File: config.mk
export PLATFORM = sky130hd
export DESIGN_NAME = ysyx_csr_file
export DESIGN_NICKNAME = d
export VERILOG_FILES = /design/src/rtl/ysyx_csr_file.sv
export SDC_FILE = /design/constraint.sdc
export NUM_CORES = 1
export LEC_CHECK = 0
export CELL_PAD_IN_SITES_DETAIL_PLACEMENT = 1
export CELL_PAD_IN_SITES_GLOBAL_PLACEMENT = 2
export CORE_ASPECT_RATIO = 0.5
export CORE_MARGIN = 3
export CORE_UTILIZATION = 23
export CTS_CLUSTER_SIZE = 12
export DETAILED_ROUTE_END_ITERATION = 8
export GPL_TIMING_DRIVEN = 0
export PLACE_DENSITY_LB_ADDON = 0.1
export SLEW_MARGIN = 40
export SYNTH_ARGS = -nofsm -noshare
export SYNTH_HDL_FRONTEND = slang
export SYNTH_SLANG_ARGS = --single-unit
File: constraint.sdc
create_clock -name clk -period 19 [get_ports clk]
set_clock_uncertainty 0.05 [all_clocks]
set_input_delay 5.7 -clock clk [delete_from_list [all_inputs] [get_ports clk]]
set_output_delay 5.7 -clock clk [all_outputs]
set_load 0.01 [all_outputs]
File: src/rtl/ysyx_csr_file.sv
// Machine-mode CSR file: status/trap state, trap vectoring and the 64-bit cycle/instret counters.
// Reads are combinational on addr_i. Updates are arbitrated as irq_take > trap > mret > CSR write.
module ysyx_csr_file #(
    parameter int          XLEN          = 32,
    parameter logic [31:0] MVENDORID_VAL = 32'h79737978,
    parameter logic [31:0] MARCHID_VAL   = 32'h015fde77,
    parameter int          HAS_COUNTERS  = 1
) (
    input  logic            clk,
    input  logic            rst,
    input  logic            valid_i,
    input  logic            wen_i,
    input  logic [11:0]     addr_i,
    input  logic [XLEN-1:0] wdata_i,
    output logic [XLEN-1:0] rdata_o,
    output logic            illegal_o,
    input  logic            trap_i,
    input  logic [XLEN-1:0] cause_i,
    input  logic [XLEN-1:0] pc_i,
    input  logic            mret_i,
    input  logic            retire_i,
    input  logic            irq_timer_i,
    input  logic            irq_take_i,
    output logic            irq_pending_o,
    output logic [XLEN-1:0] trap_vec_o,
    output logic [XLEN-1:0] mepc_o
);
    localparam logic [11:0] A_MSTATUS   = 12'h300;
    localparam logic [11:0] A_MIE       = 12'h304;
    localparam logic [11:0] A_MTVEC     = 12'h305;
    localparam logic [11:0] A_MSCRATCH  = 12'h340;
    localparam logic [11:0] A_MEPC      = 12'h341;
    localparam logic [11:0] A_MCAUSE    = 12'h342;
    localparam logic [11:0] A_MIP       = 12'h344;
    localparam logic [11:0] A_MCYCLE    = 12'hB00;
    localparam logic [11:0] A_MINSTRET  = 12'hB02;
    localparam logic [11:0] A_MCYCLEH   = 12'hB80;
    localparam logic [11:0] A_MINSTRETH = 12'hB82;
    localparam logic [11:0] A_MVENDORID = 12'hF11;
    localparam logic [11:0] A_MARCHID   = 12'hF12;

    localparam bit              RV32       = (XLEN == 32);
    localparam bit              CNT_EN     = (HAS_COUNTERS != 0);
    localparam logic [XLEN-1:0] ALIGN_MASK = ~XLEN'(3);
    localparam logic [XLEN-1:0] IRQ_CAUSE  = {1'b1, {(XLEN-4){1'b0}}, 3'd7};

    logic            r_mstatus_mie;
    logic            r_mstatus_mpie;
    logic            r_mie_mtie;
    logic [XLEN-1:0] r_mtvec;
    logic [XLEN-1:0] r_mscratch;
    logic [XLEN-1:0] r_mepc;
    logic [XLEN-1:0] r_mcause;
    logic [63:0]     r_mcycle;
    logic [63:0]     r_minstret;

    logic        w_we;
    logic [63:0] w_wdata64;
    logic [31:0] w_wd_hi;
    logic        w_cyc_wr_lo;
    logic        w_cyc_wr_hi;
    logic        w_ins_wr_lo;
    logic        w_ins_wr_hi;

    assign w_we      = valid_i & wen_i & ~illegal_o;
    assign w_wdata64 = 64'(wdata_i);
    // On RV32 the high-half CSRs carry their value in the low 32 bits of wdata_i.
    assign w_wd_hi   = RV32 ? w_wdata64[31:0] : w_wdata64[63:32];

    assign w_cyc_wr_lo = w_we & (addr_i == A_MCYCLE);
    assign w_cyc_wr_hi = w_we & (RV32 ? (addr_i == A_MCYCLEH) : (addr_i == A_MCYCLE));
    assign w_ins_wr_lo = w_we & (addr_i == A_MINSTRET);
    assign w_ins_wr_hi = w_we & (RV32 ? (addr_i == A_MINSTRETH) : (addr_i == A_MINSTRET));

    always_comb begin
        rdata_o   = '0;
        illegal_o = 1'b0;
        case (addr_i)
            A_MSTATUS: begin
                rdata_o[3]     = r_mstatus_mie;
                rdata_o[7]     = r_mstatus_mpie;
                rdata_o[12:11] = 2'b11;
            end
            A_MIE:       rdata_o[7] = r_mie_mtie;
            A_MTVEC:     rdata_o = r_mtvec;
            A_MSCRATCH:  rdata_o = r_mscratch;
            A_MEPC:      rdata_o = r_mepc;
            A_MCAUSE:    rdata_o = r_mcause;
            A_MIP: begin
                rdata_o[7] = irq_timer_i;
                illegal_o  = wen_i;
            end
            A_MCYCLE:    rdata_o = CNT_EN ? r_mcycle[XLEN-1:0] : '0;
            A_MINSTRET:  rdata_o = CNT_EN ? r_minstret[XLEN-1:0] : '0;
            A_MCYCLEH: begin
                if (RV32) rdata_o = CNT_EN ? XLEN'(r_mcycle[63:32]) : '0;
                else      illegal_o = 1'b1;
            end
            A_MINSTRETH: begin
                if (RV32) rdata_o = CNT_EN ? XLEN'(r_minstret[63:32]) : '0;
                else      illegal_o = 1'b1;
            end
            A_MVENDORID: begin
                rdata_o   = XLEN'(MVENDORID_VAL);
                illegal_o = wen_i;
            end
            A_MARCHID: begin
                rdata_o   = XLEN'(MARCHID_VAL);
                illegal_o = wen_i;
            end
            default:     illegal_o = 1'b1;
        endcase
    end

    assign irq_pending_o = r_mstatus_mie & r_mie_mtie & irq_timer_i;
    assign mepc_o        = r_mepc;
    // Vectored mode only offsets interrupts; the timer interrupt is cause 7.
    assign trap_vec_o    = (r_mtvec & ALIGN_MASK)
                         + (((r_mtvec[1:0] == 2'b01) && irq_pending_o) ? XLEN'(28) : '0);

    always_ff @(posedge clk or posedge rst) begin
        if (rst) begin
            r_mstatus_mie  <= 1'b0;
            r_mstatus_mpie <= 1'b0;
            r_mie_mtie     <= 1'b0;
            r_mtvec        <= '0;
            r_mscratch     <= '0;
            r_mepc         <= '0;
            r_mcause       <= '0;
            r_mcycle       <= '0;
            r_minstret     <= '0;
        end else begin
            if (w_we && addr_i == A_MTVEC)
                r_mtvec <= wdata_i[1] ? (wdata_i & ALIGN_MASK) : wdata_i;
            if (w_we && addr_i == A_MSCRATCH) r_mscratch <= wdata_i;
            if (w_we && addr_i == A_MIE)      r_mie_mtie <= wdata_i[7];

            if (irq_take_i) begin
                r_mepc         <= pc_i & ALIGN_MASK;
                r_mcause       <= IRQ_CAUSE;
                r_mstatus_mpie <= r_mstatus_mie;
                r_mstatus_mie  <= 1'b0;
            end else if (valid_i && trap_i) begin
                r_mepc         <= pc_i & ALIGN_MASK;
                r_mcause       <= cause_i;
                r_mstatus_mpie <= r_mstatus_mie;
                r_mstatus_mie  <= 1'b0;
            end else begin
                if (valid_i && mret_i) begin
                    r_mstatus_mie  <= r_mstatus_mpie;
                    r_mstatus_mpie <= 1'b1;
                end else if (w_we && addr_i == A_MSTATUS) begin
                    r_mstatus_mie  <= wdata_i[3];
                    r_mstatus_mpie <= wdata_i[7];
                end
                if (w_we && addr_i == A_MEPC)   r_mepc   <= wdata_i & ALIGN_MASK;
                if (w_we && addr_i == A_MCAUSE) r_mcause <= wdata_i;
            end

            if (CNT_EN) begin
                // A write to either half freezes the whole counter for that edge.
                if (w_cyc_wr_lo || w_cyc_wr_hi)
                    r_mcycle <= {w_cyc_wr_hi ? w_wd_hi : r_mcycle[63:32],
                                 w_cyc_wr_lo ? w_wdata64[31:0] : r_mcycle[31:0]};
                else
                    r_mcycle <= r_mcycle + 64'd1;

                if (w_ins_wr_lo || w_ins_wr_hi)
                    r_minstret <= {w_ins_wr_hi ? w_wd_hi : r_minstret[63:32],
                                   w_ins_wr_lo ? w_wdata64[31:0] : r_minstret[31:0]};
                else if (retire_i)
                    r_minstret <= r_minstret + 64'd1;
            end
        end
    end
endmodule

======== Word level (Yosys, flattened, before mapping) ========
Cells that the tools add are included.
storage, ports and cells
  input port bits ......................... 117
  logic and storage cells ................. 93
  flip-flop bits (word level) ............. 259
cells by class
  bitwise gates (word level) .............. 9
  add/subtract/negate cells ............... 3
  reductions and logical operators ........ 21
  eq/ne operators ......................... 18
  multiplexer cells ....................... 31
operators with widths
  kind                                             number
  2-to-1 mux 32 bit                                10
  2-to-1 mux 64 bit                                3
  one-hot mux 19 bit (10 select lines)             1
  adder 64 x 1 -> 64 bit, second input constant    2
  == test 12 x 10 -> 1 bit, second input constant  7
  == test 12 bit, second input constant            6
  one-hot mux 3 bit (9 select lines)               2
  adder 32 x 5 -> 32 bit                           1
  one-hot mux 3 bit (10 select lines)              1
  one-hot mux 2 bit (9 select lines)               1
  one-hot mux 1 bit (11 select lines)              1
  one-hot mux 1 bit (10 select lines)              1
  OR reduction 10 bit                              1
  logical AND 1 bit                                9
  2-to-1 mux 1 bit                                 9
  bitwise AND 1 bit                                8
  inequality test 2 bit, second input constant     4
  nonzero test 3 bit                               2
  OR reduction 3 bit                               2
  2-to-1 mux 5 bit                                 1
  AND reduction 2 bit                              2
  nonzero test 4 bit                               1
  == test 2 x 1 -> 1 bit, second input constant    1
  logical OR 1 bit                                 2
  4 further kinds                                  4

======== Logic depth before layout (Yosys ltp) ========
  depth in word-level cells ............... 10
  gate-level depth with buffers ........... 10

======== Worst setup path before layout ========
Ideal clock, no wire load.
  kind .................................... input -> output
  from .................................... in addr_i[6]
  to ...................................... out rdata_o[30]
  path buffers ............................ 4
  stages on the path ...................... 8
  required time ........................... 13.250 ns
  arrival time ............................ 7.430 ns
  path slack .............................. 5.820 ns
  cell sequence ........................... buf_2 > or4_1 > clkbuf_1 > nor3_1 > buf_2 > clkbuf_1 > a221oi_1 > nand3_1
between the ends
  cells in the longest elaborated chain, start to end .. 2
  elaborated cells between the ends (all ways) .. 11
  classes of those cells .................. 10 x eq/ne; 1 x mux
RTL lines
  element                                                     RTL line  text
  start: declaration                                          13        input logic [11:0] addr_i,
  == test 12 bit or == test 12 x 10 -> 1 bit (tied branches)  78        case (addr_i)
  one-hot mux 19 bit (10 select lines) (*)                    78
  end: declaration                                            15        output logic [XLEN-1:0] rdata_o,
Mark *: on every way between the ends. The rest lies on a longest branch, timed or not.

======== Worst setup path after layout ========
  from .................................... in addr_i[5]
  to ...................................... out rdata_o[18]
The elaborated chain is that of the path after synthesis.

==> impl_metrics.ini <==
[worst_setup_path]
worstSetupPathType = in2out
critPathTopFamily = simple AND/OR/NAND/NOR gates
crit_chain = clkdlybuf4s50_1 -> nor3_1 -> nand3_1 -> nor4_2 -> clkbuf_1 -> a22oi_1 -> nand3_1 -> clkdlybuf4s50_1
crit_buf_inv = 3
cpPeakStageDelay_ns = 0.77
regToRegStartpoint = r_mcycle[0]
critPathLaunch = addr_i[5]
worstPathArrival_ns = 9.71
startpoint_type = input port
crit_fanout = 10
required_ns = 13.25
crit_slowest_cell = nor3_1
end_kind = primary output

[logic_synthesis]
yosysTopAreaCell = dfrtp_1
syn_inst = 1891
synth.top_cell.area_share_pct = 39.77
synthTopCellsByArea = dfrtp_1, a21oi_1, nand2_1, mux2_2, nor2_1
synth_cell_type_count = 79
yosysWarningCount = 0
synth_area_per_cell_um2 = 8.518
ys_seq_area_share_pct = 39.77
yosysMostFrequentCell = dfrtp_1
synth_ff_type = dfrtp_1
synth-async-reset-ratio_pct = 100.0
synth-edff-count = 0
synthTopCellsByCount = dfrtp_1, nand2_1, a21oi_1
synth_seq_cells = 256
synth_area_um2 = 16110

[clock_network]
cts.sinks = 256
post_cts_buffers = 0
cts_max_path_buffers = 3
post_cts_resized = 0
clockRootBuffer = clkbuf_16
cts_max_level = 1
cts_inserted_buffers = 30
path_clk_slew_ns = 0.07
hold_buffers = 0
clk_latency_ns = 0.63
cts_tree = done

[sta]
max_slew_margin_pct = 35.82
setup_slack_ns = 3.545
tightest_slew_ns = 0.9628
whs_ns = 0.4436
fmax_mhz = 64.70
rsz0062_at_grt = no
finalHoldViolCount = 0
setup_violations = 0
finalSetupTns_ns = 0
period_share_pct = 81.34
finalCriticalPeriod_ns = 15.46
drv_slew = 0

[final_layout]
final_cell_area_um2 = 20710
nFillCells = 7959
seq_area_um2 = 6406
multi_input_area_um2 = 9054
nets = 2275
area_growth_pct = 28.56
drive_gt1_share_pct = 12.56
fin_util_pct = 30.38

[placed_design]
hpwl_um = 77640
dpl_cell_area_um2 = 19560
portBuffers = 202
gp_congestion = 0.9135
pre_cts_slack_ns = 3.621

[global_route]
grt_max_degree = 70
antenna_found_initial = 14
grt_pass1_wl_um = 142800
grt-ovfl-total = 0
first_global_vias = 17990
grt_usage_pct = 27.04

[die]
rows = 67
die_x_um = 380.2
io_pins = 215
die_h_um = 193.1
dieArea_um2 = 73430
start_util_pct = 23.63
fp.coreArea_um2 = 68150

[route]
drc_errors = 0
routed_wl_um = 101400
ant_nets = 0
vias_per_cell = 5.736
vias = 17830
firstDrtPassIters = 6
routedWlPerCell_um = 32.62
dr.first_iter.drc_count = 1908

[job]
timing.max_cap.violations = 0

[power_and_ir_drop]
ir_worst_vdd_mv = 0.05480
p_leak_uw = 0.008241
powerDensity_nw_per_um2 = 73.56

[outcome]
status = complete, no violations

[worst_hold_path]
hold_class = reg2reg
min-delay-start = r_mscratch[8]
[cell families after synthesis]
| logic type | share of synthesized area (%) |
|---|---|
| fa+ha+maj | 0.5127 |
| other cells | 0.02328 |
| xor+xnor | 1.849 |
| flops | 39.77 |
| compound gates | 24.17 |
| mux | 6.525 |
| simple gates | 22.57 |
| buf+inv | 4.575 |
[through the flow]
| step | cells | power (uW) |
|---|---|---|
| after floorplan | 1894 | 703.9 |
| after global placement | 3027 | 827.8 |
| after detailed placement | 3048 | 832.0 |
| after CTS | 3102 | 1531 |
| after global routing | 3105 | 1578 |
| final | 3108 | 1523 |
[sequential cells by signal, summed over array words and instances, names as in the netlist]
register / count
r_mcycle: 64
r_minstret: 64
r_mcause: 32
r_mscratch: 32
r_mtvec: 31
mepc_o: 30
r_mie_mtie: 1
r_mstatus_mie: 1
r_mstatus_mpie: 1
[cells in the final DEF, fill, tap and decap left out, types with 9 or more instances in the layout]
| cell | instances |
|---|---|
| dfrtp_1 | 256 |
| nand2_1 | 223 |
| a21oi_1 | 194 |
| clkdlybuf4s50_1 | 192 |
| nor2_1 | 155 |
| nand3_1 | 106 |
| o21ai_0 | 98 |
| clkbuf_1 | 79 |
| mux2_2 | 71 |
| buf_2 | 67 |
| nand4_1 | 56 |
| o22ai_1 | 54 |
| a31oi_1 | 44 |
| a22oi_1 | 43 |
| nor3_1 | 39 |
| and3_1 | 30 |
| clkbuf_16 | 30 |
| a221oi_1 | 28 |
| a222oi_1 | 27 |
| xnor2_1 | 25 |
| inv_1 | 17 |
| and4_1 | 16 |
| nor4_1 | 15 |
| mux2i_1 | 15 |
| o31ai_1 | 15 |
| o32ai_1 | 15 |
| and2_1 | 12 |
| o21ai_1 | 11 |
| or2_2 | 10 |
| clkbuf_2 | 10 |
| o22a_1 | 10 |
| mux2_1 | 9 |
| or3_1 | 9 |
| a2bb2oi_1 | 9 |
| xor2_1 | 9 |
[final cells by class]
class | count | share of cell area [%]
sequential | 256 | 30.94
timing repair buffer | 226 | 10.59
clock inverter | 16 | 1.420
clock buffer | 38 | 4.012
multi-input combinational | 1475 | 43.72
tap | 931 | 5.625
inverter | 18 | 0.3625
antenna | 3 | 0.03625
buffer | 145 | 3.293
[layer usage]
metal	global-route usage, %	vias to the layer above	part of all wire, %
met1	39.41	9336	47
li1	-	7709	-
met5	0	-	0.0089
met4	3.878	2	1.4
met2	41.97	695	43
met3	5.606	87	8.2
[worst paths after layout]
kind | end | slack [ns] | depth (start not counted)
max in group asynchronous | r_minstret[34] | 12.55 | 4
max | rdata_o[18] | 3.54 | 8
min in group asynchronous | r_mscratch[25] | 5.33 | 2
min | r_mscratch[8] | 0.44 | 1
min reg2reg | r_mscratch[8] | 0.44 | 1
max reg2reg | r_mcycle[46] | 15.73 | 7
[power by group]
part,internal (uW),total [uW],leakage [uW],switching [uW]
Sequential,578,625,0.00317,47.1
Clock,417,699,0.000553,282
Combinational,73.4,199,0.00452,125
Total,1070,1520,0.00824,455
(Power assumes the default switching activity.)
